File: src/rtl/stream_pkg.sv
// Shared definitions for the stream FIFO slice.
//   level_width(depth) : width of a counter that can hold 0..depth+1
//   ptr_width(depth)   : width of an array pointer for a power-of-two depth
package stream_pkg;

  // Occupancy spans 0..DEPTH+1 (array plus output register).
  function automatic int unsigned level_width(input int unsigned depth);
    return $clog2(depth + 2);
  endfunction

  // Array pointers wrap naturally because depth is a power of two.
  function automatic int unsigned ptr_width(input int unsigned depth);
    return (depth > 1) ? $clog2(depth) : 1;
  endfunction

  // Array count spans 0..depth.
  function automatic int unsigned count_width(input int unsigned depth);
    return $clog2(depth + 1);
  endfunction

endpackage

File: src/rtl/stream_ram.sv
// Simple dual-port register-array memory: synchronous write, combinational read.
// No reset on the storage; validity is tracked by the owner's count.
// Ports:
//   clk     : write clock
//   i_we    : write enable
//   i_waddr : write address
//   i_wdata : write data
//   i_raddr : read address
//   o_rdata : read data (combinational)
module stream_ram
  import stream_pkg::*;
#(
  parameter int unsigned WIDTH = 33,
  parameter int unsigned DEPTH = 4,
  localparam int unsigned AW   = ptr_width(DEPTH)
) (
  input  logic             clk,
  input  logic             i_we,
  input  logic [AW-1:0]    i_waddr,
  input  logic [WIDTH-1:0] i_wdata,
  input  logic [AW-1:0]    i_raddr,
  output logic [WIDTH-1:0] o_rdata
);

  logic [WIDTH-1:0] r_mem [DEPTH];

  // Storage write.
  always_ff @(posedge clk) begin
    if (i_we) begin
      r_mem[i_waddr] <= i_wdata;
    end
  end

  assign o_rdata = r_mem[i_raddr];

endmodule

File: src/rtl/stream_fifo_buffer.sv
// AXI-Stream style FIFO: DEPTH-entry array followed by a registered output
// stage, giving DEPTH+1 beats of capacity with full throughput. up_tready and
// all downstream outputs are registered; flush clears contents synchronously.
// Ports:
//   clk, rst          : clock, asynchronous active-high reset
//   flush             : synchronous clear, priority over transfers
//   up_tdata/tlast/tvalid, up_tready : upstream stream (ready registered)
//   dn_tdata/tlast/tvalid, dn_tready : downstream stream (outputs registered)
//   level             : beats held (array + output register)
//   almost_full       : level >= ALMOST_FULL
module stream_fifo_buffer
  import stream_pkg::*;
#(
  parameter int unsigned DATA_WIDTH  = 32,
  parameter int unsigned DEPTH       = 4,
  parameter int unsigned ALMOST_FULL = DEPTH,
  localparam int unsigned LW         = level_width(DEPTH)
) (
  input  logic                  clk,
  input  logic                  rst,
  input  logic                  flush,
  input  logic [DATA_WIDTH-1:0] up_tdata,
  input  logic                  up_tlast,
  input  logic                  up_tvalid,
  output logic                  up_tready,
  output logic [DATA_WIDTH-1:0] dn_tdata,
  output logic                  dn_tlast,
  output logic                  dn_tvalid,
  input  logic                  dn_tready,
  output logic [LW-1:0]         level,
  output logic                  almost_full
);

  localparam int unsigned BW  = DATA_WIDTH + 1;
  localparam int unsigned PW  = ptr_width(DEPTH);
  localparam int unsigned CW  = count_width(DEPTH);
  localparam int unsigned CAP = DEPTH + 1;

  // Registered state
  logic [PW-1:0]         r_wr_ptr;
  logic [PW-1:0]         r_rd_ptr;
  logic [CW-1:0]         r_count;
  logic [LW-1:0]         r_level;
  logic                  r_up_tready;
  logic                  r_almost_full;
  logic                  r_dn_tvalid;
  logic                  r_dn_tlast;
  logic [DATA_WIDTH-1:0] r_dn_tdata;

  // Combinational control
  logic                  w_push;
  logic                  w_pop;
  logic                  w_out_free;
  logic                  w_arr_empty;
  logic                  w_load_head;
  logic                  w_bypass;
  logic                  w_wr;
  logic [LW-1:0]         w_level_next;
  logic [CW-1:0]         w_count_next;
  logic [BW-1:0]         w_wr_beat;
  logic [BW-1:0]         w_rd_beat;

  assign w_push      = up_tvalid & r_up_tready;
  assign w_pop       = r_dn_tvalid & dn_tready;
  assign w_out_free  = ~r_dn_tvalid | dn_tready;
  assign w_arr_empty = (r_count == CW'(0));
  // Output stage refills from the array head first; bypass only when the array is empty.
  assign w_load_head = w_out_free & ~w_arr_empty;
  assign w_bypass    = w_out_free & w_arr_empty & w_push;
  assign w_wr        = w_push & ~w_bypass & ~flush;
  assign w_wr_beat   = {up_tlast, up_tdata};

  // Next occupancy of the whole buffer and of the array alone.
  always_comb begin
    w_level_next = r_level;
    w_count_next = r_count;
    case ({w_push, w_pop})
      2'b10:   w_level_next = r_level + LW'(1);
      2'b01:   w_level_next = r_level - LW'(1);
      default: w_level_next = r_level;
    endcase
    case ({w_wr, w_load_head})
      2'b10:   w_count_next = r_count + CW'(1);
      2'b01:   w_count_next = r_count - CW'(1);
      default: w_count_next = r_count;
    endcase
  end

  stream_ram #(
    .WIDTH (BW),
    .DEPTH (DEPTH)
  ) u_ram (
    .clk     (clk),
    .i_we    (w_wr),
    .i_waddr (r_wr_ptr),
    .i_wdata (w_wr_beat),
    .i_raddr (r_rd_ptr),
    .o_rdata (w_rd_beat)
  );

  // Control, pointers, output valid/last and status.
  always_ff @(posedge clk or posedge rst) begin
    if (rst) begin
      r_wr_ptr      <= '0;
      r_rd_ptr      <= '0;
      r_count       <= '0;
      r_level       <= '0;
      r_up_tready   <= 1'b0;
      r_almost_full <= 1'b0;
      r_dn_tvalid   <= 1'b0;
      r_dn_tlast    <= 1'b0;
    end else if (flush) begin
      r_wr_ptr      <= '0;
      r_rd_ptr      <= '0;
      r_count       <= '0;
      r_level       <= '0;
      r_up_tready   <= 1'b1;
      r_almost_full <= 1'b0;
      r_dn_tvalid   <= 1'b0;
      r_dn_tlast    <= 1'b0;
    end else begin
      r_count       <= w_count_next;
      r_level       <= w_level_next;
      r_up_tready   <= (w_level_next != LW'(CAP));
      r_almost_full <= (w_level_next >= LW'(ALMOST_FULL));
      if (w_wr) begin
        r_wr_ptr <= r_wr_ptr + PW'(1);
      end
      if (w_load_head) begin
        r_rd_ptr <= r_rd_ptr + PW'(1);
      end
      if (w_out_free) begin
        r_dn_tvalid <= w_load_head | w_bypass;
        if (w_load_head) begin
          r_dn_tlast <= w_rd_beat[DATA_WIDTH];
        end else if (w_bypass) begin
          r_dn_tlast <= up_tlast;
        end
      end
    end
  end

  // Output data carries no reset; it is qualified by dn_tvalid.
  always_ff @(posedge clk) begin
    if (w_load_head) begin
      r_dn_tdata <= w_rd_beat[DATA_WIDTH-1:0];
    end else if (w_bypass) begin
      r_dn_tdata <= up_tdata;
    end
  end

  assign up_tready   = r_up_tready;
  assign dn_tdata    = r_dn_tdata;
  assign dn_tlast    = r_dn_tlast;
  assign dn_tvalid   = r_dn_tvalid;
  assign level       = r_level;
  assign almost_full = r_almost_full;

endmodule

File: config.mk
export PLATFORM = sky130hd
export DESIGN_NAME = stream_fifo_buffer
export DESIGN_NICKNAME = d
export VERILOG_FILES = /design/src/rtl/stream_pkg.sv /design/src/rtl/stream_ram.sv /design/src/rtl/stream_fifo_buffer.sv
export SDC_FILE = /design/constraint.sdc
export NUM_CORES = 1
export LEC_CHECK = 0
export ABC_AREA = 1
export CAP_MARGIN = 10
export CORE_ASPECT_RATIO = 1.25
export CORE_MARGIN = 4
export CORE_UTILIZATION = 30
export DETAILED_ROUTE_END_ITERATION = 10
export PLACE_DENSITY = 0.5
export SLEW_MARGIN = 20
export SYNTH_ARGS = -nofsm -noshare
export SYNTH_HDL_FRONTEND = slang
export SYNTH_SLANG_ARGS = --single-unit
File: constraint.sdc
create_clock -name clk -period 3.5 [get_ports clk]
set_clock_uncertainty 0.1 [all_clocks]
set_input_delay 1.05 -clock clk [delete_from_list [all_inputs] [get_ports clk]]
set_output_delay 1.05 -clock clk [all_outputs]
set_load 0.1 [all_outputs]
# After elaboration in Yosys (flattened, before gate mapping)
# Memory sizes are Yosys's and may differ from the RTL's.
# Cells that the tools add are included.
# word_totals
n_memories,1
register_bits,46
ram_bits,132
inputBits,38
# op_classes
n_reduce_logical,8
n_mux,20
order_cmp,1
eq_ne,5
bitwise_logic,13
addsub,6
# memory_table
memory,words,width,read_ports,rd_clocked_by_memory_dff,wr,line_no,text
u_ram.r_mem,4,33,1,0,1,stream_ram.sv:25,logic [WIDTH-1:0] r_mem [DEPTH];
# op_table
op,n
32-bit 2-to-1 mux,2
3-bit one-hot mux with 2 select lines,2
1-bit 2-to-1 mux,10
2-bit 2-to-1 mux,4
2-bit nonzero test,4
1-bit bitwise AND,7
"3-bit by 1-bit adder with 3-bit output, second input constant",2
3-bit 2-to-1 mux,2
3-bit nonzero test,2
"3-bit by 1-bit subtractor with 3-bit output, second input constant",2
"2-bit by 1-bit adder with 2-bit output, second input constant",2
"2-bit by 1-bit equality test with 1-bit output, second input constant",2
"2-bit equality test, second input constant",2
1-bit inverter,4
"3-bit >= comparator, second input constant",1
3-bit logical NOT,1
"3-bit != test, second input constant",1
1-bit bitwise OR,2
2-bit AND reduction,1

# Longest topological paths before layout
# Gate-level depths: netlist of the first run.
# logic_depth
word_depth,10
ltp_mapped,11
mapped_depth_nobuf,11

# Modules after synthesis
# A second synthesis of the first run with hierarchy kept.
# hier_totals
cells_unflattened,752
area_unflattened_um2,7654.8
# by_module_without_submodules
mod,area_per_inst_um2,n_inst,cells_each
stream_ram,5556.6,1,525
stream_fifo_buffer,2098.3,1,227

# Least setup slack after synthesis of the first run
# OpenSTA, ideal clock, no wires.
# synth_timing
path_kind,input to register
from,input port dn_tready
to,memory u_ram.r_mem[0][0] (enable)
t_arrival_ns,2.936
required_time_ns,2.977
cell_stages,7
slack_ns,0.041
n_path_buf,0
setup_ns,0.423
path_cell_list,inv_1 -> nand2_2 -> nand3_1 -> nand2_1 -> inv_1 -> nand2_1 -> nor2_1
# synth_via
elab_chain_cells,8
# synth_rtl
element,line_no,text
start: declaration,stream_fifo_buffer.sv:29,"input logic dn_tready,"
1-bit bitwise OR,stream_fifo_buffer.sv:65,assign w_out_free = ~r_dn_tvalid | dn_tready;
1-bit bitwise AND (2 in a row),stream_fifo_buffer.sv:69,assign w_bypass = w_out_free & w_arr_empty & w_push;
1-bit inverter,stream_fifo_buffer.sv:70,assign w_wr = w_push & ~w_bypass & ~flush;
1-bit bitwise AND (2 in a row),stream_fifo_buffer.sv:70,
1-bit 2-to-1 mux,stream_ram.sv:29,if (i_we) begin
1-bit 2-to-1 mux (not written as such),stream_ram.sv:30,r_mem[i_waddr] <= i_wdata;
end: declaration,stream_ram.sv:25,
# Every way passes these cells.

# Worst setup path in the final report of the first run
# layout_timing
from,input port flush
to,register r_count[2]
# layout_via
elab_chain_cells,5
# layout_rtl
element,line_no,text
start: declaration,stream_fifo_buffer.sv:21,"input logic flush,"
1-bit inverter,stream_fifo_buffer.sv:70,
1-bit bitwise AND,stream_fifo_buffer.sv:70,
2-bit by 1-bit equality test with 1-bit output / 2-bit equality test (equally long branches),stream_fifo_buffer.sv:82,"case ({w_wr, w_load_head})"
3-bit one-hot mux with 2 select lines,stream_fifo_buffer.sv:82,
3-bit 2-to-1 mux,stream_fifo_buffer.sv:112,end else if (flush) begin
end signal: assignment,stream_fifo_buffer.sv:122,r_count <= w_count_next;
end: declaration,stream_fifo_buffer.sv:42,logic [CW-1:0] r_count;
# Several ways; a longest one is shown, not always the timed one.
# A chain may end at the register's enable or synchronous reset.

==> results of run 1 <==
worst register-to-register path, cell delays in order, from the launching register on:
cell      delay, ps
dfrtp_1         430
nor2_2          160
nand2_2          90
o211ai_1        150
inv_1           130
fa_1            390
xnor2_1         220
inv_1            60
nand2_1          60
nand2_1          50
nand2_1          50
nand2_1          50
cell usage after synthesis, drive strengths merged:
library cell  count
fa                2
nand3             7
xnor2             1
o21a              1
o211ai            1
nor2            171
nand2            34
a31oi            32
dfrtp            13
xor2              1
ha                5
edfxtp          164
nor3              1
clkbuf            6
inv              31
buf              25
o21ai            70
a21oi             5
through the flow:
stage               hold slack [ps]  setup WS, ps  area (µm²)  power [W]  instances
floorplan                     392.3         41.10        7116   0.005662        570
global placement              422.4         334.8        8123   0.006389        918
detailed placement            408.4         272.9        8123   0.006407        918
CTS                           421.9         732.7        8698   0.008276        950
global route                  437.0         536.6        8698   0.008603        950
finish                        428.7         714.8        8698   0.008168        950
final cells by class:
| cell class | count | area, µm² | area share, % |
|---|---|---|---|
| Clock inverter | 15 | 150.1 | 1.726 |
| Multi-Input combinational cell | 331 | 1568 | 18.02 |
| Clock buffer | 17 | 425.4 | 4.891 |
| Timing Repair Buffer | 91 | 825.8 | 9.494 |
| Sequential cell | 177 | 5253 | 60.39 |
| Inverter | 31 | 116.4 | 1.338 |
| Tap cell | 288 | 360.3 | 4.143 |
routing by layer:
| metal | vias to the layer above | part of all wire, % | global-route usage (%) |
|---|---|---|---|
| met4 | 0 | 1.6 | 3.953 |
| li1 | 2150 | - | - |
| met3 | 16 | 3.6 | 2.843 |
| met1 | 2071 | 48 | 15.64 |
| met5 | - | 0 | 0 |
| met2 | 91 | 47 | 19.59 |
where the power goes:
group	switching, W	leakage (nW)	internal, W
combinational	0.00268	1.17	0.000731
clock	0.000848	0.282	0.00100
sequential	0.000121	1.67	0.00278
total	0.00365	3.12	0.00452
flip-flops by register name, indices dropped and copies added, names as in the netlist, 2 cells and up:
| signal | count |
|---|---|
| r_rd_ptr | 2 |
| r_count | 3 |
| u_ram.r_mem | 132 |
| dn_tdata | 32 |
| r_wr_ptr | 2 |
| level | 2 |
kinds of logic after synthesis:
logic type,synth area share [%]
buffers and inverters,4.642
XOR/XNOR,0.2462
flip-flops,73.78
AO/OA/AOI/OAI,8.300
AND/OR/NAND/NOR,11.59
adder cells (fa/ha/maj),1.442
worst max-delay path by stage:
stage | end | start | slack, ps | cells after the start
2_1_floorplan | u_ram.r_mem[0][0] | dn_tready | 40 | 7
3_3_place_gp | r_count[2] | flush | 330 | 10
3_5_place_dp | r_count[2] | flush | 270 | 10
4_1_cts | r_count[2] | flush | 730 | 10
5_1_grt | r_count[2] | flush | 540 | 10
6_report | r_count[2] | flush | 710 | 10
==> impl_metrics.tcl, run 1 <==
set metrics [dict create \
    outcome "finished, final reports clean" \
    die_w_um 145.8 \
    path_max_fanout 9 \
    slew_headroom_pct 33.31 \
    critPathKind "in -> reg" \
    cts.repair.resized 0 \
    cts_tree "done" \
    timing.fmax_mhz 359.0 \
    grt_setup_unrepaired "false" \
    setup_viol 0 \
    path_delay_family "buffers and inverters" \
    clk_latency_ps 420 \
    whs_path_depth 1 \
    syn-instance-count 570 \
    ys_ff_latch 177 \
    synth_area_leaders "edfxtp_1 (69%), nor2_1 (9.0%), o21ai_0 (4.9%)" \
    cts_buffers 17 \
    worstPathCellList "clkdlybuf4s50_1, o211ai_1, inv_1, fa_1, xnor2_1, inv_1, nand2_1, nand2_1, nand2_1, nand2_1" \
    drv_slew 0 \
    overflow 0 \
    vias 4328 \
    synth.avg_cell_area_um2 12.48 \
    drt-initial-drc-count 322 \
    startpoint_type "primary input" \
    synth.distinct_cells 24 \
    grtUsageTotal_pct 11.95 \
    area_growth_pct 22.24 \
    yosysWarnings 0 \
    holdPathEnd "level[0]" \
    initial_core_util_pct 30.68 \
    critPathMaxStageDelay_ps 580 \
    postCtsSetupBuffers 0 \
    ant_nets 0 \
    port_buffers 76 \
    cts_hold_buf 0 \
    h-tree-depth 4 \
    ir_worst_vdd_uv 381.3 \
    place.gp.congestion 0.7791 \
    cp-end-kind "flip-flop" \
    dp_hpwl_mm 9.418 \
    final_hold_viol_count 0 \
    cts.sinks 177 \
    yosys.area.top_type "edfxtp_1" \
    cp_data_arrival_time_ps 3000 \
    worstReg2RegStart "r_count[1]" \
    cts_root_buf "clkbuf_16" \
    fillers 2216 \
    critPathMostFrequentCell "nand2_1" \
    drc 0 \
    ys_seq_area_share_pct 73.78 \
    worst_pin_slew_ps 998.9 \
    worst-path-buf-inv 3 \
    fin_crit_ps 2785 \
    io_pins 77 \
    r2r_cells 11 \
    required_ps 3710 \
    reg2reg_setup_slack_ps 1460 \
    grt_max_degree 68 \
    worstReg2RegEnd "r_count[2]" \
    drive_gt1_share_pct 14.80 \
    rows 62 \
    antenna_found_initial 0 \
    cpMaxStageDelayCell "clkdlybuf4s50_1" \
    nets 694 \
    utilization_pct 37.50 \
    grt_pass1_vias 4562 \
    power_density_nw_per_um2 939.0 \
    die_y_um 180.2 \
    hold_path.class "reg -> reg" \
    cap_violations 0 \
    p_leak_nw 3.121 \
    syn-num-nets 615 \
    dieArea_um2 26260 \
    grt_pass1_wl_mm 24.75 \
    synth_area_um2 7116 \
    wl_per_cell_um 16.23 \
    clk_pin_slew_ps 70 \
    min-delay-start "level[0]" \
    core_area_um2 23190 \
    wirelength_mm 15.42 \
    synth.top_cell.area_share_pct 69.21 \
    layout_worst_path_cycle_share_pct 79.58 \
    drtPass1Iterations 5 \
    via_per_inst 4.556 \
    layout.cells.most_common "nor2_1" \
    final_cell_mix "nor2_1 (166), edfxtp_1 (164), o21ai_0 (70), buf_4 (50), clkdlybuf4s50_1 (37)" \
    antenna_cells 0 \
    cts_buffer_depth 2 \
    finalSetupTns_ps 0 \
]
Note: power is estimated with default switching activity, not from simulation.
==> run 2, diff against run 1 <==
==> constraint.sdc (replaced) <==
create_clock -name clk -period 2.65 [get_ports clk]
set_clock_uncertainty 0.1 [all_clocks]
set_input_delay 0.795 -clock clk [delete_from_list [all_inputs] [get_ports clk]]
set_output_delay 0.795 -clock clk [all_outputs]
set_load 0.1 [all_outputs]
==> impl_metrics.tcl, run 2 (synthesis results as in run 1) <==
set metrics [dict create \
    ir_worst_vdd_uv 628.3 \
    cts_buffer_depth 2 \
    drv_slew 0 \
    grt_pass1_vias 4549 \
    wl_per_cell_um 15.54 \
    timing.fmax_mhz 409.1 \
    hold_path.class "reg -> reg" \
    outcome "finished, final reports clean" \
    slew_headroom_pct 64.92 \
    largest_reg_flops 132 \
    seqPwrFrac_pct 35.5 \
    initial_core_util_pct 30.68 \
    drt-initial-drc-count 190 \
    die_w_um 145.8 \
    overflow 0 \
    worst_pin_slew_ps 526.3 \
    cts_buffers 17 \
    io_pins 77 \
    min-delay-start "level[0]" \
    critPathLaunch "up_tvalid" \
    dp_slack_ps -243.7 \
    cp-end-kind "flip-flop" \
    met2_length_mm 7.691 \
    cts.sinks 177 \
    vias 4395 \
    critPathKind "in -> reg" \
    top_layer "met4" \
    final_hold_viol_count 0 \
    area_growth_pct 24.49 \
    path_max_fanout 4 \
    timing.final.ws_setup_ps 205.7 \
    required_ps 2870 \
    cts.repair.resized 0 \
    cts_root_buf "clkbuf_16" \
    die_y_um 180.2 \
    layout_worst_path_cycle_share_pct 92.24 \
    nets 704 \
    grtUsageTotal_pct 11.81 \
    dieArea_um2 26260 \
    cp_data_arrival_time_ps 2670 \
    p_leak_nw 3.194 \
    layout.cells.most_common "nor2_1" \
    power_density_nw_per_um2 1230 \
    finalSetupTns_ps 0 \
    via_per_inst 4.578 \
    grt_pass1_wl_mm 24.26 \
    grt_max_degree 51 \
    grt_setup_unrepaired "false" \
    drt-met1-wl_mm 6.428 \
    final_cells 960 \
    ant_nets 0 \
    utilization_pct 38.19 \
    drtPass1Iterations 4 \
    dp_hpwl_mm 9.570 \
    dp.cells 928 \
    clk_latency_ps 430 \
    final_cell_mix "nor2_1 (166), edfxtp_1 (164), o21ai_0 (70), buf_4 (52), clkdlybuf4s50_1 (37)" \
    regMostFlops "u_ram.r_mem" \
    h-tree-depth 4 \
    antenna_found_initial 0 \
    clk_pin_slew_ps 70 \
    setup_viol 0 \
    place.gp.congestion 0.7745 \
    fin_crit_ps 2444 \
    antenna_cells 0 \
    worstReg2RegStart "r_count[1]" \
    cts_hold_buf 0 \
    switchingPower_w 0.004861 \
    pwr-share-clk_pct 21.9 \
    startpoint_type "primary input" \
    port_buffers 76 \
    combPwrFrac_pct 42.6 \
    rows 62 \
    cap_violations 0 \
    core_area_um2 23190 \
    internal_power_w 0.006033 \
    postCtsSetupBuffers 0 \
    wirelength_mm 14.92 \
    drc 0 \
    cts_tree "done" \
    power_w 0.01089 \
    drive_gt1_share_pct 16.22 \
    swShare_pct 44.62 \
    wl_met3_um 640 \
]
-- run 2: cell types whose count changed in the layout (fill, tap and decap cells not counted), sizes merged --
cell and delta:
inv +4, clkinv -4, buf +10, clkinvlp +1, bufinv -1
-- run 2: final cells by class --
class,instances,area [µm²]
flip-flops and latches,177,5253
fillers,2195,14340
clock buffers,17,425.4
repair buffers,101,1001
clock inverters,15,135.1
multi-input cells,331,1568
well taps,288,360.3
inverters,31,116.4
-- run 2: critical path: stages --
cell and delay, ps:
clkdlybuf4s50_1 460, nand2_1 120, o211ai_1 220, inv_1 100, fa_1 380, xnor2_1 240, inv_1 80, nand2_1 80
nand2_1 60, nand2_1 70, nand2_1 60
-- run 2: per-layer routing --
metal / global-route usage (%) / vias to the layer above
met5: 0 / -
met4: 3.763 / 0
li1: - / 2168
met2: 20.49 / 90
met1: 14.34 / 2124
met3: 3.119 / 13
-- run 2: power by group through the flow --
stage | Sequential (W) | Combinational [W] | Clock, W
3_5_place_dp | 0.00394 | 0.00469 | 0
3_3_place_gp | 0.00392 | 0.00465 | 0
4_1_cts | 0.00388 | 0.00470 | 0.00245
6_report | 0.00387 | 0.00464 | 0.00238
5_1_grt | 0.00393 | 0.00498 | 0.00258
2_1_floorplan | 0.00590 | 0.00158 | 0
-- run 2: per-stage QoR --
step                      hold slack (ps)  cell area, µm²
final                               431.4            8859
after global routing                454.9            8859
after CTS                           427.1            8859
after detailed placement            413.0            8298
after global placement              424.4            8298
after floorplan                     392.3            7126
-- run 2: final timing paths --
path                               end  slack [ps]  depth (start not counted)
max                         r_count[2]         210                         11
min                           level[0]         430                          1
max reg2reg                 r_count[2]         580                         11
min reg2reg                   level[0]         430                          1
max in group asynchronous  r_rd_ptr[0]        1490                          2
min in group asynchronous    up_tready         590                          2
==> run 3, diff against run 2 <==
--- a/config.mk
+++ b/config.mk
@@ -8,9 +8,10 @@
 export ABC_AREA = 1
 export CAP_MARGIN = 10
 export CORE_ASPECT_RATIO = 1.25
-export CORE_MARGIN = 4
+export CORE_MARGIN = 2
 export CORE_UTILIZATION = 30
 export DETAILED_ROUTE_END_ITERATION = 10
+export HOLD_SLACK_MARGIN = 0.03
 export PLACE_DENSITY = 0.5
 export SLEW_MARGIN = 20
 export SYNTH_ARGS = -nofsm -noshare
==> impl_metrics.tcl, run 3 (synthesis results as in run 1) <==
set metrics [dict create \
    outcome "finished, final reports clean" \
    final_cell_mix "nor2_1 (166), edfxtp_1 (164), o21ai_0 (70), buf_4 (51), clkdlybuf4s50_1 (37)" \
    place.gp.congestion 0.7853 \
    worstReg2RegStart "r_count[1]" \
    whs_path_depth 2 \
    holdPathEnd "r_wr_ptr[1]" \
    slew_headroom_pct 51.31 \
    cts_tree "done" \
    r2r_cells 11 \
    antenna_found_initial 0 \
    grt_max_degree 68 \
    die_y_um 176.2 \
    dp_slack_ps -185.2 \
    cp_data_arrival_time_ps 2630 \
    core_area_um2 23490 \
    io_pins 77 \
    cts.repair.resized 0 \
    grt_pass1_vias 4480 \
    ir_worst_vdd_uv 498.4 \
    dp.cells 934 \
    fillers 2236 \
    rows 63 \
    dieArea_um2 24970 \
    clk_pin_slew_ps 70 \
    drtPass1Iterations 4 \
    wl_per_cell_um 15.45 \
    critPathKind "in -> reg" \
    initial_core_util_pct 30.29 \
    hold_path.class "reg -> reg" \
    h-tree-depth 4 \
    path_max_fanout 4 \
    vias 4415 \
    drive_gt1_share_pct 16.02 \
    antenna_cells 0 \
    drt-initial-drc-count 388 \
    cts_root_buf "clkbuf_16" \
    drv_slew 0 \
    final_cells 966 \
    cts_buffers 17 \
    cap_violations 0 \
    final_hold_viol_count 0 \
    layout.cells.most_common "nor2_1" \
    timing.final.ws_setup_ps 235.3 \
    cts.sinks 177 \
    dp_hpwl_mm 9.228 \
    power_density_nw_per_um2 1228 \
    wirelength_mm 14.93 \
    postCtsSetupBuffers 0 \
    via_per_inst 4.570 \
    ant_nets 0 \
    port_buffers 76 \
    fin_crit_ps 2415 \
    placed_cell_area_um2 8356 \
    regMostFlops "u_ram.r_mem" \
    nets 706 \
    clk_latency_ps 420 \
    setup_viol 0 \
    design_area_um2 8915 \
    worstReg2RegEnd "r_count[2]" \
    grt_pass1_wl_mm 23.72 \
    grtUsageTotal_pct 12.53 \
    timing.fmax_mhz 414.1 \
    worst_pin_slew_ps 730.4 \
    p_leak_nw 3.203 \
    required_ps 2870 \
    startpoint_type "primary input" \
    overflow 0 \
    die_w_um 141.8 \
    area_growth_pct 25.29 \
    cp-end-kind "flip-flop" \
    min-delay-start "r_wr_ptr[1]" \
    cts_buffer_depth 2 \
    cts_hold_buf 0 \
    drc 0 \
    layout_worst_path_cycle_share_pct 91.12 \
    largest_reg_flops 132 \
    grt_setup_unrepaired "false" \
    reg2reg_setup_slack_ps 600 \
]
## run 3: cell count changes in the layout (fill, tap and decap cells not counted), sizes merged
| cell | change |
|---|---|
| bufinv | +1 |
| clkbuf | +1 |
| clkinv | +4 |
| inv | -7 |
| clkinvlp | +1 |
| buf | +2 |
## run 3: worst max-delay path by stage
| stage | from | end | depth (start not counted) |
|---|---|---|---|
| floorplan | up_tready | u_ram.r_mem[0][0] | 6 |
| global placement | up_tvalid | r_count[2] | 11 |
| detailed placement | up_tvalid | r_count[2] | 11 |
| CTS | up_tvalid | r_count[2] | 11 |
| global route | up_tvalid | r_count[2] | 11 |
| finish | up_tvalid | r_count[2] | 11 |
## run 3: worst max-delay path, stage by stage
cell and delay [ps]:
clkdlybuf4s50_1 450, nand2_1 100, o211ai_1 220, inv_1 110, fa_1 390, xnor2_1 240
inv_1 80, nand2_1 80, nand2_1 60, nand2_1 60, nand2_1 50
## run 3: through the flow
step / hold slack (ps) / setup TNS [ps] / utilization (%) / total power, W
finish: 441.1 / 0 / 37.95 / 0.01095
global route: 470.9 / 0 / 37.95 / 0.01152
CTS: 452.8 / 0 / 37.95 / 0.01111
detailed placement: 436.4 / -254.3 / 35.57 / 0.008700
global placement: 411.2 / -65.36 / 35.57 / 0.008643
floorplan: 392.3 / -37010 / - / 0.007481
## run 3: power breakdown
group | internal [W] | switching, W | total, W
logic | 0.00118 | 0.00358 | 0.00476
registers | 0.00367 | 0.000145 | 0.00381
clock network | 0.00130 | 0.00107 | 0.00237
total | 0.00615 | 0.00479 | 0.0109
## run 3: area by class of cell
type / count / area [µm²] / share of cell area [%]
Sequential cell: 177 / 5253 / 58.92
Multi-Input combinational cell: 331 / 1568 / 17.59
Inverter: 31 / 116.4 / 1.305
Clock buffer: 18 / 429.2 / 4.814
Tap cell: 292 / 365.4 / 4.098
Clock inverter: 14 / 130.1 / 1.460
Timing Repair Buffer: 103 / 1054 / 11.82
## run 3: routing by layer
layer  vias up  wire [µm]  global-route usage [%]
li1       2164          -                       -
met2       108       7481                   21.42
met3        10        656                   3.472
met4         0        156                   4.125
met5         -          0                       0
met1      2133       6630                   15.35
